`src/rtl/binarization_threshold_ctrl_pkg.sv`:
```
// Shared image-pipeline definitions for the binarization threshold controller:
// gray width, the power-on threshold and the control state encodings.
package binarization_threshold_ctrl_pkg;

  localparam int GRAY_W = 8;
  localparam logic [GRAY_W-1:0] DEFAULT_THRESH = 8'd128;

  typedef enum logic [1:0] {
    IDLE = 2'd0,
    DIV  = 2'd1,
    LOAD = 2'd2
  } ctrl_state_t;

  // Where the next published threshold comes from, fixed at frame end.
  typedef enum logic [1:0] {
    SRC_MANUAL  = 2'd0,
    SRC_DEFAULT = 2'd1,
    SRC_MEAN    = 2'd2
  } thr_src_t;

endpackage

```
`src/rtl/binarization_threshold_ctrl_serial_divider.sv`:
```
// Serial restoring divider: one quotient bit per cycle, DVD_W cycles after start.
// done is high during the final iteration cycle; quotient is final on the following cycle.
module binarization_threshold_ctrl_serial_divider #(
  parameter int DVD_W = 28,
  parameter int DVS_W = 20
) (
  input  logic             clk,
  input  logic             rst_n,
  input  logic             start,
  input  logic [DVD_W-1:0] dividend,
  input  logic [DVS_W-1:0] divisor,
  output logic [DVD_W-1:0] quotient,
  output logic             busy,
  output logic             done
);

  localparam int CNT_W = $clog2(DVD_W);
  localparam logic [CNT_W-1:0] LAST_STEP = CNT_W'(DVD_W - 1);

  logic [CNT_W-1:0] step_cnt;
  logic [DVS_W-1:0] divisor_p0;
  logic [DVS_W:0]   rem_p0;
  logic [DVS_W:0]   rem_shift;
  logic [DVS_W:0]   rem_sub;
  logic             fits;

  // The dividend shifts out of the quotient register MSB-first while quotient bits shift in.
  always_comb begin
    rem_shift = {rem_p0[DVS_W-1:0], quotient[DVD_W-1]};
    rem_sub   = rem_shift - {1'b0, divisor_p0};
    fits      = (rem_shift >= {1'b0, divisor_p0});
  end

  assign done = busy && (step_cnt == LAST_STEP);

  always_ff @(posedge clk or negedge rst_n) begin
    if (!rst_n) begin
      busy     <= 1'b0;
      step_cnt <= '0;
    end else if (start) begin
      busy     <= 1'b1;
      step_cnt <= '0;
    end else if (busy) begin
      step_cnt <= step_cnt + 1'b1;
      if (done) begin
        busy <= 1'b0;
      end
    end
  end

  // stage p0: operand capture / iteration
  always_ff @(posedge clk) begin
    if (start) begin
      rem_p0     <= '0;
      quotient   <= dividend;
      divisor_p0 <= divisor;
    end else if (busy) begin
      rem_p0   <= fits ? rem_sub : rem_shift;
      quotient <= {quotient[DVD_W-2:0], fits};
    end
  end

endmodule

```
`src/rtl/binarization_threshold_ctrl.sv`:
```
// Frame-synchronous binarization threshold: frame mean plus offset (auto) or a register
// value (manual), published only at frame boundaries so a frame never sees two thresholds.
module binarization_threshold_ctrl #(
  parameter int         PIX_CNT_W      = 20,
  parameter logic [7:0] DEFAULT_THRESH = binarization_threshold_ctrl_pkg::DEFAULT_THRESH,
  parameter int         SUM_W          = PIX_CNT_W + 8
) (
  input  logic                                         clk,
  input  logic                                         rst_n,
  input  logic                                         gray_vsync,
  input  logic                                         gray_clken,
  input  logic                                         gray_data_valid,
  input  logic [binarization_threshold_ctrl_pkg::GRAY_W-1:0] luminance,
  input  logic                                         cfg_auto,
  input  logic [binarization_threshold_ctrl_pkg::GRAY_W-1:0] cfg_threshold,
  input  logic signed [binarization_threshold_ctrl_pkg::GRAY_W-1:0] cfg_offset,
  output logic [binarization_threshold_ctrl_pkg::GRAY_W-1:0] threshold,
  output logic                                         threshold_upd,
  output logic                                         busy,
  output logic                                         frame_dropped
);

  import binarization_threshold_ctrl_pkg::*;

  localparam logic [PIX_CNT_W-1:0] CNT_MAX = '1;

  function automatic logic [GRAY_W-1:0] sat_gray(input logic [SUM_W-1:0] q);
    return (q > SUM_W'(255)) ? 8'hFF : q[GRAY_W-1:0];
  endfunction

  function automatic logic [GRAY_W-1:0] add_offset_sat(input logic [GRAY_W-1:0] base,
                                                       input logic signed [GRAY_W-1:0] off);
    logic signed [GRAY_W+1:0] s;
    s = $signed({2'b00, base}) + $signed({{2{off[GRAY_W-1]}}, off});
    if (s < 0)                 return '0;
    else if (s > 10'sd255)     return 8'hFF;
    else                       return s[GRAY_W-1:0];
  endfunction

  logic                 vsync_p0;
  logic                 frame_end;
  logic                 accept;
  logic [SUM_W-1:0]     sum_acc;
  logic [PIX_CNT_W-1:0] cnt_acc;
  ctrl_state_t          state;
  ctrl_state_t          state_next;
  thr_src_t             src_p0;
  logic                 div_start;
  logic                 div_done;
  logic                 div_busy;
  logic [SUM_W-1:0]     quotient;
  logic [GRAY_W-1:0]    load_value;

  assign frame_end = gray_vsync & ~vsync_p0;
  assign accept    = gray_clken & gray_data_valid;
  assign div_start = frame_end && (state == IDLE) && cfg_auto && (cnt_acc != '0);
  assign busy      = div_busy;

  // stage p0: vsync edge detector
  always_ff @(posedge clk or negedge rst_n) begin
    if (!rst_n) begin
      vsync_p0 <= 1'b0;
    end else begin
      vsync_p0 <= gray_vsync;
    end
  end

  // A pixel accepted in the frame-end cycle opens the new frame's accumulation.
  always_ff @(posedge clk or negedge rst_n) begin
    if (!rst_n) begin
      sum_acc <= '0;
      cnt_acc <= '0;
    end else if (frame_end) begin
      sum_acc <= accept ? SUM_W'(luminance) : '0;
      cnt_acc <= accept ? PIX_CNT_W'(1) : '0;
    end else if (accept) begin
      sum_acc <= sum_acc + SUM_W'(luminance);
      if (cnt_acc != CNT_MAX) begin
        cnt_acc <= cnt_acc + 1'b1;
      end
    end
  end

  binarization_threshold_ctrl_serial_divider #(
    .DVD_W (SUM_W),
    .DVS_W (PIX_CNT_W)
  ) u_divider (
    .clk      (clk),
    .rst_n    (rst_n),
    .start    (div_start),
    .dividend (sum_acc),
    .divisor  (cnt_acc),
    .quotient (quotient),
    .busy     (div_busy),
    .done     (div_done)
  );

  always_ff @(posedge clk or negedge rst_n) begin
    if (!rst_n) begin
      state  <= IDLE;
      src_p0 <= SRC_DEFAULT;
    end else begin
      state <= state_next;
      if (frame_end && (state == IDLE)) begin
        if (!cfg_auto)             src_p0 <= SRC_MANUAL;
        else if (cnt_acc == '0)    src_p0 <= SRC_DEFAULT;
        else                       src_p0 <= SRC_MEAN;
      end
    end
  end

  always_comb begin
    state_next = state;
    case (state)
      IDLE:    if (frame_end) state_next = (cfg_auto && (cnt_acc != '0)) ? DIV : LOAD;
      DIV:     if (div_done)  state_next = LOAD;
      LOAD:    state_next = IDLE;
      default: state_next = IDLE;
    endcase
  end

  // Manual threshold and offset are taken live in the LOAD cycle.
  always_comb begin
    load_value = DEFAULT_THRESH;
    case (src_p0)
      SRC_MANUAL:  load_value = cfg_threshold;
      SRC_DEFAULT: load_value = DEFAULT_THRESH;
      SRC_MEAN:    load_value = add_offset_sat(sat_gray(quotient), cfg_offset);
      default:     load_value = DEFAULT_THRESH;
    endcase
  end

  // stage p1: published threshold
  always_ff @(posedge clk or negedge rst_n) begin
    if (!rst_n) begin
      threshold     <= DEFAULT_THRESH;
      threshold_upd <= 1'b0;
      frame_dropped <= 1'b0;
    end else begin
      threshold_upd <= (state == LOAD);
      if (state == LOAD) begin
        threshold <= load_value;
      end
      if (frame_end && (state != IDLE)) begin
        frame_dropped <= 1'b1;
      end
    end
  end

endmodule

```
`config.mk`:
```
export PLATFORM = sky130hd
export DESIGN_NAME = binarization_threshold_ctrl
export DESIGN_NICKNAME = d
export VERILOG_FILES = /design/src/rtl/binarization_threshold_ctrl_pkg.sv /design/src/rtl/binarization_threshold_ctrl_serial_divider.sv /design/src/rtl/binarization_threshold_ctrl.sv
export SDC_FILE = /design/constraint.sdc
export NUM_CORES = 1
export LEC_CHECK = 0
export CORE_UTILIZATION = 40
export DETAILED_ROUTE_END_ITERATION = 8
export SLEW_MARGIN = 20
export SYNTH_ARGS = -nofsm -noshare
export SYNTH_HDL_FRONTEND = slang
export SYNTH_SLANG_ARGS = --single-unit
```
`constraint.sdc`:
```
create_clock -name clk -period 3 [get_ports clk]
set_clock_uncertainty 0.2 [all_clocks]
set_input_delay 0.9 -clock clk [delete_from_list [all_inputs] [get_ports clk]]
set_output_delay 0.9 -clock clk [all_outputs]
set_load 0.05 [all_outputs]
```
==> results of run 1 <==
[layer usage]
metal / wire, um / GRT usage / part of all wire / vias to the layer above
met5: 0 / 0 / 0 / -
met4: 293 / 0.0598 / 0.015 / 0
met3: 633 / 0.0424 / 0.032 / 31
met2: 9150 / 0.318 / 0.46 / 107
met1: 9980 / 0.282 / 0.50 / 3210
li1: - / - / - / 3411
[cell usage after synthesis (all sizes together), types with 11 or more instances]
| cell type | number | area [um2] |
|---|---|---|
| a2111oi | 14 | 123 |
| a211oi | 11 | 87.6 |
| a21o | 11 | 82.6 |
| a21oi | 58 | 290 |
| clkbuf | 22 | 82.6 |
| dfrtp | 67 | 1680 |
| dfxtp | 20 | 400 |
| edfxtp | 48 | 1440 |
| ha | 41 | 513 |
| inv | 48 | 180 |
| mux2i | 16 | 160 |
| nand2 | 133 | 499 |
| nand3 | 30 | 155 |
| nand4 | 13 | 103 |
| nor2 | 63 | 236 |
| nor3 | 17 | 85.1 |
| o21ai | 53 | 277 |
| or3 | 17 | 108 |
| xnor2 | 42 | 368 |
| xor2 | 12 | 105 |
[flip-flops by register name, indices dropped and copies added, names as in the netlist]
| register | flops |
|---|---|
| state | 2 |
| u_divider.busy | 1 |
| u_divider.quotient | 28 |
| src_p0 | 2 |
| u_divider.step_cnt | 5 |
| cnt_acc | 20 |
| sum_acc | 28 |
| threshold | 8 |
| u_divider.rem_p0 | 20 |
| threshold_upd | 1 |
| frame_dropped | 1 |
| vsync_p0 | 1 |
| u_divider.divisor_p0 | 20 |
[metrics by stage]
stage / area [um2] / total power, mW / hold WS, ps
after floorplan: 8260 / 5.90 / 253
after global routing: 10500 / 10.3 / 247
after detailed placement: 9550 / 7.16 / 289
after CTS: 10300 / 9.48 / 247
after global placement: 9550 / 7.13 / 280
final: 10500 / 9.61 / 228
[what timing repair did]
action / 4_1_cts / 5_1_grt
resized for setup: 21 / 32
cloned: 0 / 1
setup endpoints to repair: 21 / 45
pin swaps: 16 / 20
setup buffers: 7 / 6
hold endpoints to repair: 0 / 0
[where the power goes]
| part | total, mW | switching, mW | internal (mW) |
|---|---|---|---|
| Combinational | 4.39 | 2.38 | 2.01 |
| Clock | 2.20 | 0.845 | 1.36 |
| Sequential | 3.02 | 0.411 | 2.61 |
[cells by family after synthesis]
| logic type | after synthesis | synth area share |
|---|---|---|
| mux | 18 | 0.0225 |
| fa+ha+maj | 44 | 0.0706 |
| simple gates | 331 | 0.198 |
| flops | 137 | 0.440 |
| xor+xnor | 54 | 0.0583 |
| buf+inv | 79 | 0.0398 |
| compound gates | 208 | 0.171 |
[cell type report]
class	count	area [um2]
fillers	1817	9120
multi-input cells	656	4610
flip-flops and latches	137	3570
repair buffers	136	1210
clock buffers	21	493
well taps	265	332
inverters	48	180
clock inverters	11	131
[critical path: stages, from the launching register on]
cell	delay, ps
edfxtp_1	420
nor4_2	280
nand3_1	120
buf_6	150
or3_4	390
ha_4	250
or2_4	230
a21o_4	230
a31oi_4	200
mux2i_4	330
buf_6	140
o22ai_1	60
a31oi_1	180
[final timing paths]
kind                                       end  slack (ps)  cells past startpoint
min reg2reg                u_divider.rem_p0[4]         300                      2
max reg2reg                       threshold[0]        -270                     12
max                               threshold[0]        -270                     12
min                                 sum_acc[6]         230                      1
min in group clk           u_divider.rem_p0[4]         300                      2
max in group asynchronous         threshold[7]        1760                      2
==> qor.yml, run 1 <==
avgRoutedWirePerCell_um: 15.7
core-area_um2: 19700
initial_core_util: 0.413
syn_avg_cell_area_um2: 9.32
post-dp-hpwl_mm: 14.2
grt_max_degree: 34
ys.warnings.count: 0
worst_setup_path_end_kind: "flop"
cts_tree: "done"
drv_slew: 0
post_synthesis_net_count: 945
antennaDiodeCount: 0
grt_antenna_before_repair: 0
most_frequent_standard_cell_in_the_layout_excluding_fill_and_tap_cells: "nand2_1"
grt_first_pass_wirelength_mm: 32.6
max_slew_margin: 0.451
area_delta_synth_final_pct: 29.7
peak_freq_mhz: 306
crit_type: "reg2reg"
setup_viol: 8
row_count: 51
worst_setup_path_start_kind: "flop"
initialDrtViolationCount: 341
worst-path-max-fanout: 8
final_core_utilization: 0.536
min_period_over_period: 1.09
cts_htree_levels: 4
finish.net_count: 1070
min-delay-path-class: "in2async"
post_synthesis_cell_area_um2: 8120
asr_flop_ratio_synth: 0.504
preCtsSetupSlack_ps: -707
top_level_ports: 41
grt_use_total: 0.203
cts.path.max_buffers: 2
cts-hold-fix-buffers: 0
vdd_drop_max_mv: 0.481
yosys_most_used_dff: "dfrtp_1"
via_per_inst: 5.31
mostFrequentLayoutCells: "nand2_1 (133), buf_4 (86), dfrtp_1 (67)"
die_w_um: 144
drt_wl_total_mm: 20.1
worst-slew-pin-transition_ps: 811
clkSlewWorstSetupHoldPaths_ps: 60
syn_inst: 871
failing_checks: "setup timing"
total_leakage_power_nw: 4.42
die_area_um2: 20900
clock-sinks: 137
synth_edf_count: 48
fraction_of_final_layout_cells_sized_beyond_drive_strength_1: 0.204
yosysUniqueCellTypes: 75
floorplan.die.height_um: 144
drc: 0
finalHoldViolCount: 0
drv.max_cap_violation_count: 0
critPathArrivalTime_ps: 3410
result_of_the_run: "complete, but fails checks"
synth-seq-cells: 137
critPathRequiredTime_ps: 3130
route.vias.total: 6759
clk-insertion-delay-late_ps: 430
setup_ws_ps: -273
startpoint: "u_divider.quotient[11]"
drtPass1Iterations: 5
startpoint_of_the_worst_slack_reg_to_reg_timing_path: "u_divider.quotient[11]"
post_layout_nonfiller_instances: 1274
ant_nets: 0
dp.cells: 1228
period_needed_ps: 3270
globalRoute.totalOverflow: 0
cts_inserted_buffers: 17
io_buffer_count: 40
grt_pass1_vias: 6494
place_congestion: 0.849
grt_setup_unrepaired: "yes"
sequential_area_share_after_synthesis: 0.440
tns_ps: -1930
clockRootBuffer: "clkbuf_16"
pwr_density_cell_nw_per_um2: 913
Note: power is estimated with default switching activity, not from simulation.
==> inputs of run 2 (changes only) <==
--- a/config.mk
+++ b/config.mk
@@ -5,8 +5,10 @@
 export SDC_FILE = /design/constraint.sdc
 export NUM_CORES = 1
 export LEC_CHECK = 0
+export CORE_ASPECT_RATIO = 0.9
 export CORE_UTILIZATION = 40
 export DETAILED_ROUTE_END_ITERATION = 8
+export PLACE_DENSITY = 0.7
 export SLEW_MARGIN = 20
 export SYNTH_ARGS = -nofsm -noshare
 export SYNTH_HDL_FRONTEND = slang
==> constraint.sdc (replaced) <==
create_clock -name clk -period 3 [get_ports clk]
set_clock_uncertainty 0.2 [all_clocks]
set_input_delay 0.45 -clock clk [delete_from_list [all_inputs] [get_ports clk]]
set_output_delay 0.45 -clock clk [all_outputs]
set_load 0.05 [all_outputs]
==> run 2 against run 1 <==
The run still ends with setup timing left. Die area hardly changed. Register-to-register slack better by 20 ps. Critical path depth is 2 higher. Design area is 3.5% lower. Clock power hardly changed. Sequential share of layout area is 1.2 points higher. Sequential cell count stayed put. Count of clock-buffer cells in the layout is 4 lower. Utilization is 2.6 points lower. Sequential power is 1% lower. Power is 1.8% lower.
==> qor.yml, run 2 (same netlist as run 1, synthesis figures left out) <==
period_needed_ps: 3250  # was 3270 ps
core-area_um2: 19900  # was 19700 um2
grt_use_total: 0.193  # was 0.203
grt_setup_unrepaired: "yes"  # unchanged
io_buffer_count: 40  # unchanged
pwr_density_cell_nw_per_um2: 929  # was 913 nW/um2
reg_top3: "sum_acc: 28 flops, u_divider.quotient: 28 flops"  # unchanged
area_delta_synth_final_pct: 25.2  # was 29.7%
floorplan.die.height_um: 137  # was 144 um
crit_type: "reg2reg"  # unchanged
worst_r2r_path_depth: 14  # was 12
result_of_the_run: "complete, but fails checks"  # unchanged
hold-path-endpoint: "u_divider.rem_p0[4]"
worst_setup_path_end_kind: "flop"  # unchanged
final_design_area_no_fill_um2: 10200  # was 10500 um2
place_congestion: 0.834  # was 0.849
die_w_um: 152  # was 144 um
ant_nets: 0  # unchanged
cts.path.max_buffers: 2  # unchanged
die_area_um2: 20900  # about the same
drv_slew: 0  # unchanged
startpoint_of_the_worst_slack_reg_to_reg_timing_path: "u_divider.quotient[14]"  # was u_divider.quotient[11]
peak_freq_mhz: 308  # was 306 MHz
finish.net_count: 1044  # was 1070
grt_first_pass_wirelength_mm: 31.8  # was 32.6 mm
clock-sinks: 137  # unchanged
cp_cell_sequence: "nor4_2 -> nand3_1 -> buf_6 -> or3_4 -> ha_4 -> fa_2 -> a21o_1 -> a21oi_2 -> o21ai_2 -> nand3_2 -> nor3b_4 -> o21ai_2 -> buf_4 -> a22oi_2"  # was nor4_2 -> nand3_1 -> buf_6 -> or3_4 -> ha_4 -> or2_4 -> a21o_4 -> a31oi_4 -> mux2i_4 -> buf_6 -> o22ai_1 -> a31oi_1
critical_path.max_stage_delay_ps: 410  # was 420 ps
via_per_inst: 5.36  # was 5.31
drt_wl_total_mm: 19.2  # was 20.1 mm
drtPass1Iterations: 5  # unchanged
critPathArrivalTime_ps: 3390  # was 3410 ps
drc: 0  # unchanged
clk-insertion-delay-late_ps: 430  # about the same
worst_setup_path_start_kind: "flop"  # unchanged
failing_checks: "setup timing"  # unchanged
setup_viol: 8  # unchanged
max_slew_margin: 0.388  # was 0.451
min_path_cells: 2
capturing_point_of_the_worst_reg2reg_path: "threshold[2]"  # was threshold[0]
worst-slew-pin-transition_ps: 918  # was 811 ps
clockRootBuffer: "clkbuf_16"  # unchanged
post-dp-hpwl_mm: 13.4  # was 14.2 mm
finalHoldViolCount: 0  # unchanged
row_count: 49  # was 51
startpoint: "u_divider.quotient[14]"  # was u_divider.quotient[11]
worst-path-max-fanout: 8  # unchanged
grt_antenna_before_repair: 1  # was 0
critPathRequiredTime_ps: 3140  # was 3130 ps
cts_htree_levels: 4  # unchanged
post_layout_nonfiller_instances: 1239  # was 1274
clkSlewWorstSetupHoldPaths_ps: 70  # was 60 ps
fraction_of_final_layout_cells_sized_beyond_drive_strength_1: 0.176  # was 0.204
grt_max_degree: 70  # was 34
initial_core_util: 0.407  # was 0.413
setup_ws_ps: -249  # was -273 ps
grt_pass1_vias: 6376  # was 6494
cts_tree: "done"  # unchanged
rrSetupSlack_ps: -250  # was -270 ps
initialDrtViolationCount: 331  # was 341
cts_inserted_buffers: 17  # unchanged
mostFrequentLayoutCells: "nand2_1 (133), dfrtp_1 (67), buf_4 (67)"  # was nand2_1 (133), buf_4 (86), dfrtp_1 (67)
vdd_drop_max_mv: 0.429  # was 0.481 mV
drv.max_cap_violation_count: 0  # unchanged
route.vias.total: 6636  # was 6759
filler_cell_count: 1787  # was 1817
most_frequent_standard_cell_in_the_layout_excluding_fill_and_tap_cells: "nand2_1"  # unchanged
top_level_ports: 41  # unchanged
total_leakage_power_nw: 4.24  # was 4.42 nW
detailed_place.area_um2: 9220  # was 9550 um2
min_period_over_period: 1.08  # was 1.09
worst_path_max_delay_cell: "edfxtp_1"  # unchanged
dp.cells: 1192  # was 1228
avgRoutedWirePerCell_um: 15.5  # was 15.7 um
hp-start: "u_divider.rem_p0[3]"
globalRoute.totalOverflow: 0  # unchanged
min-delay-path-class: "reg2reg"  # was in2async
critical_path.most_common_cell: "o21ai_2"  # was buf_6
==> run 2: power by group <==
part / switching (mW) / internal [mW] / leakage [nW]
clock network: 0.873 / 1.32 / 0.292
registers: 0.375 / 2.61 / 1.56
logic: 2.36 / 1.90 / 2.39
total: 3.61 / 5.83 / 4.24
==> run 2: repair_timing <==
item                                    CTS  global route
endpoints found under the setup margin    9            24
hold buffers                              1             0
resized for setup                        14            33
pin swaps                                19            17
hold endpoints to repair                 26             0
setup buffers                             5             8
==> run 2: area by class of cell <==
cell class | instances | area, um2 | share of cell area
Antenna cell | 1 | 2.50 | 0.000246
Sequential cell | 137 | 3570 | 0.351
Tap cell | 255 | 319 | 0.0314
Inverter | 48 | 180 | 0.0177
Clock inverter | 15 | 188 | 0.0185
Multi-Input combinational cell | 655 | 4510 | 0.444
Timing Repair Buffer | 111 | 966 | 0.0950
Clock buffer | 17 | 425 | 0.0419
==> run 2: stage by stage <==
stage | utilization | hold slack [ps] | TNS [ps] | power [mW] | setup slack (ps)
5_1_grt | 0.510 | 304 | -3630 | 10.1 | -469
3_5_place_dp | 0.463 | 277 | -6570 | 6.94 | -458
6_report | 0.510 | 288 | -1880 | 9.44 | -249
2_1_floorplan | - | -45.6 | -90.1 | 5.87 | -52.4
3_3_place_gp | 0.463 | 274 | -5330 | 6.85 | -365
4_1_cts | 0.499 | 286 | -2260 | 9.22 | -297
==> run 2: how the worst max path moves through the flow <==
stage                   endpoint  slack [ps]
finish              threshold[2]        -250
detailed placement   sum_acc[20]        -460
CTS                 threshold[2]        -300
global route        threshold[2]        -470
floorplan           threshold[2]         -50
global placement     sum_acc[18]        -360
==> run 2: layer usage <==
metal | share of wire | global-route usage | wire length (um) | up-vias
met5 | 0 | 0 | 0 | -
met4 | 0.0099 | 0.0658 | 191 | 0
met3 | 0.041 | 0.0402 | 790 | 16
met2 | 0.48 | 0.319 | 9180 | 144
met1 | 0.47 | 0.253 | 9070 | 3122
li1 | - | - | - | 3354
==> run 2: worst max-delay path: cells and delay by family, from the launching register on <==
| kind | cells | cell delay [ps] |
|---|---|---|
| AOI/OAI and AO/OA | 5 | 610 |
| adders and majority gates | 2 | 530 |
| buffers and inverters | 2 | 310 |
| DFF | 1 | 410 |
| and+or+nand+nor | 5 | 1110 |
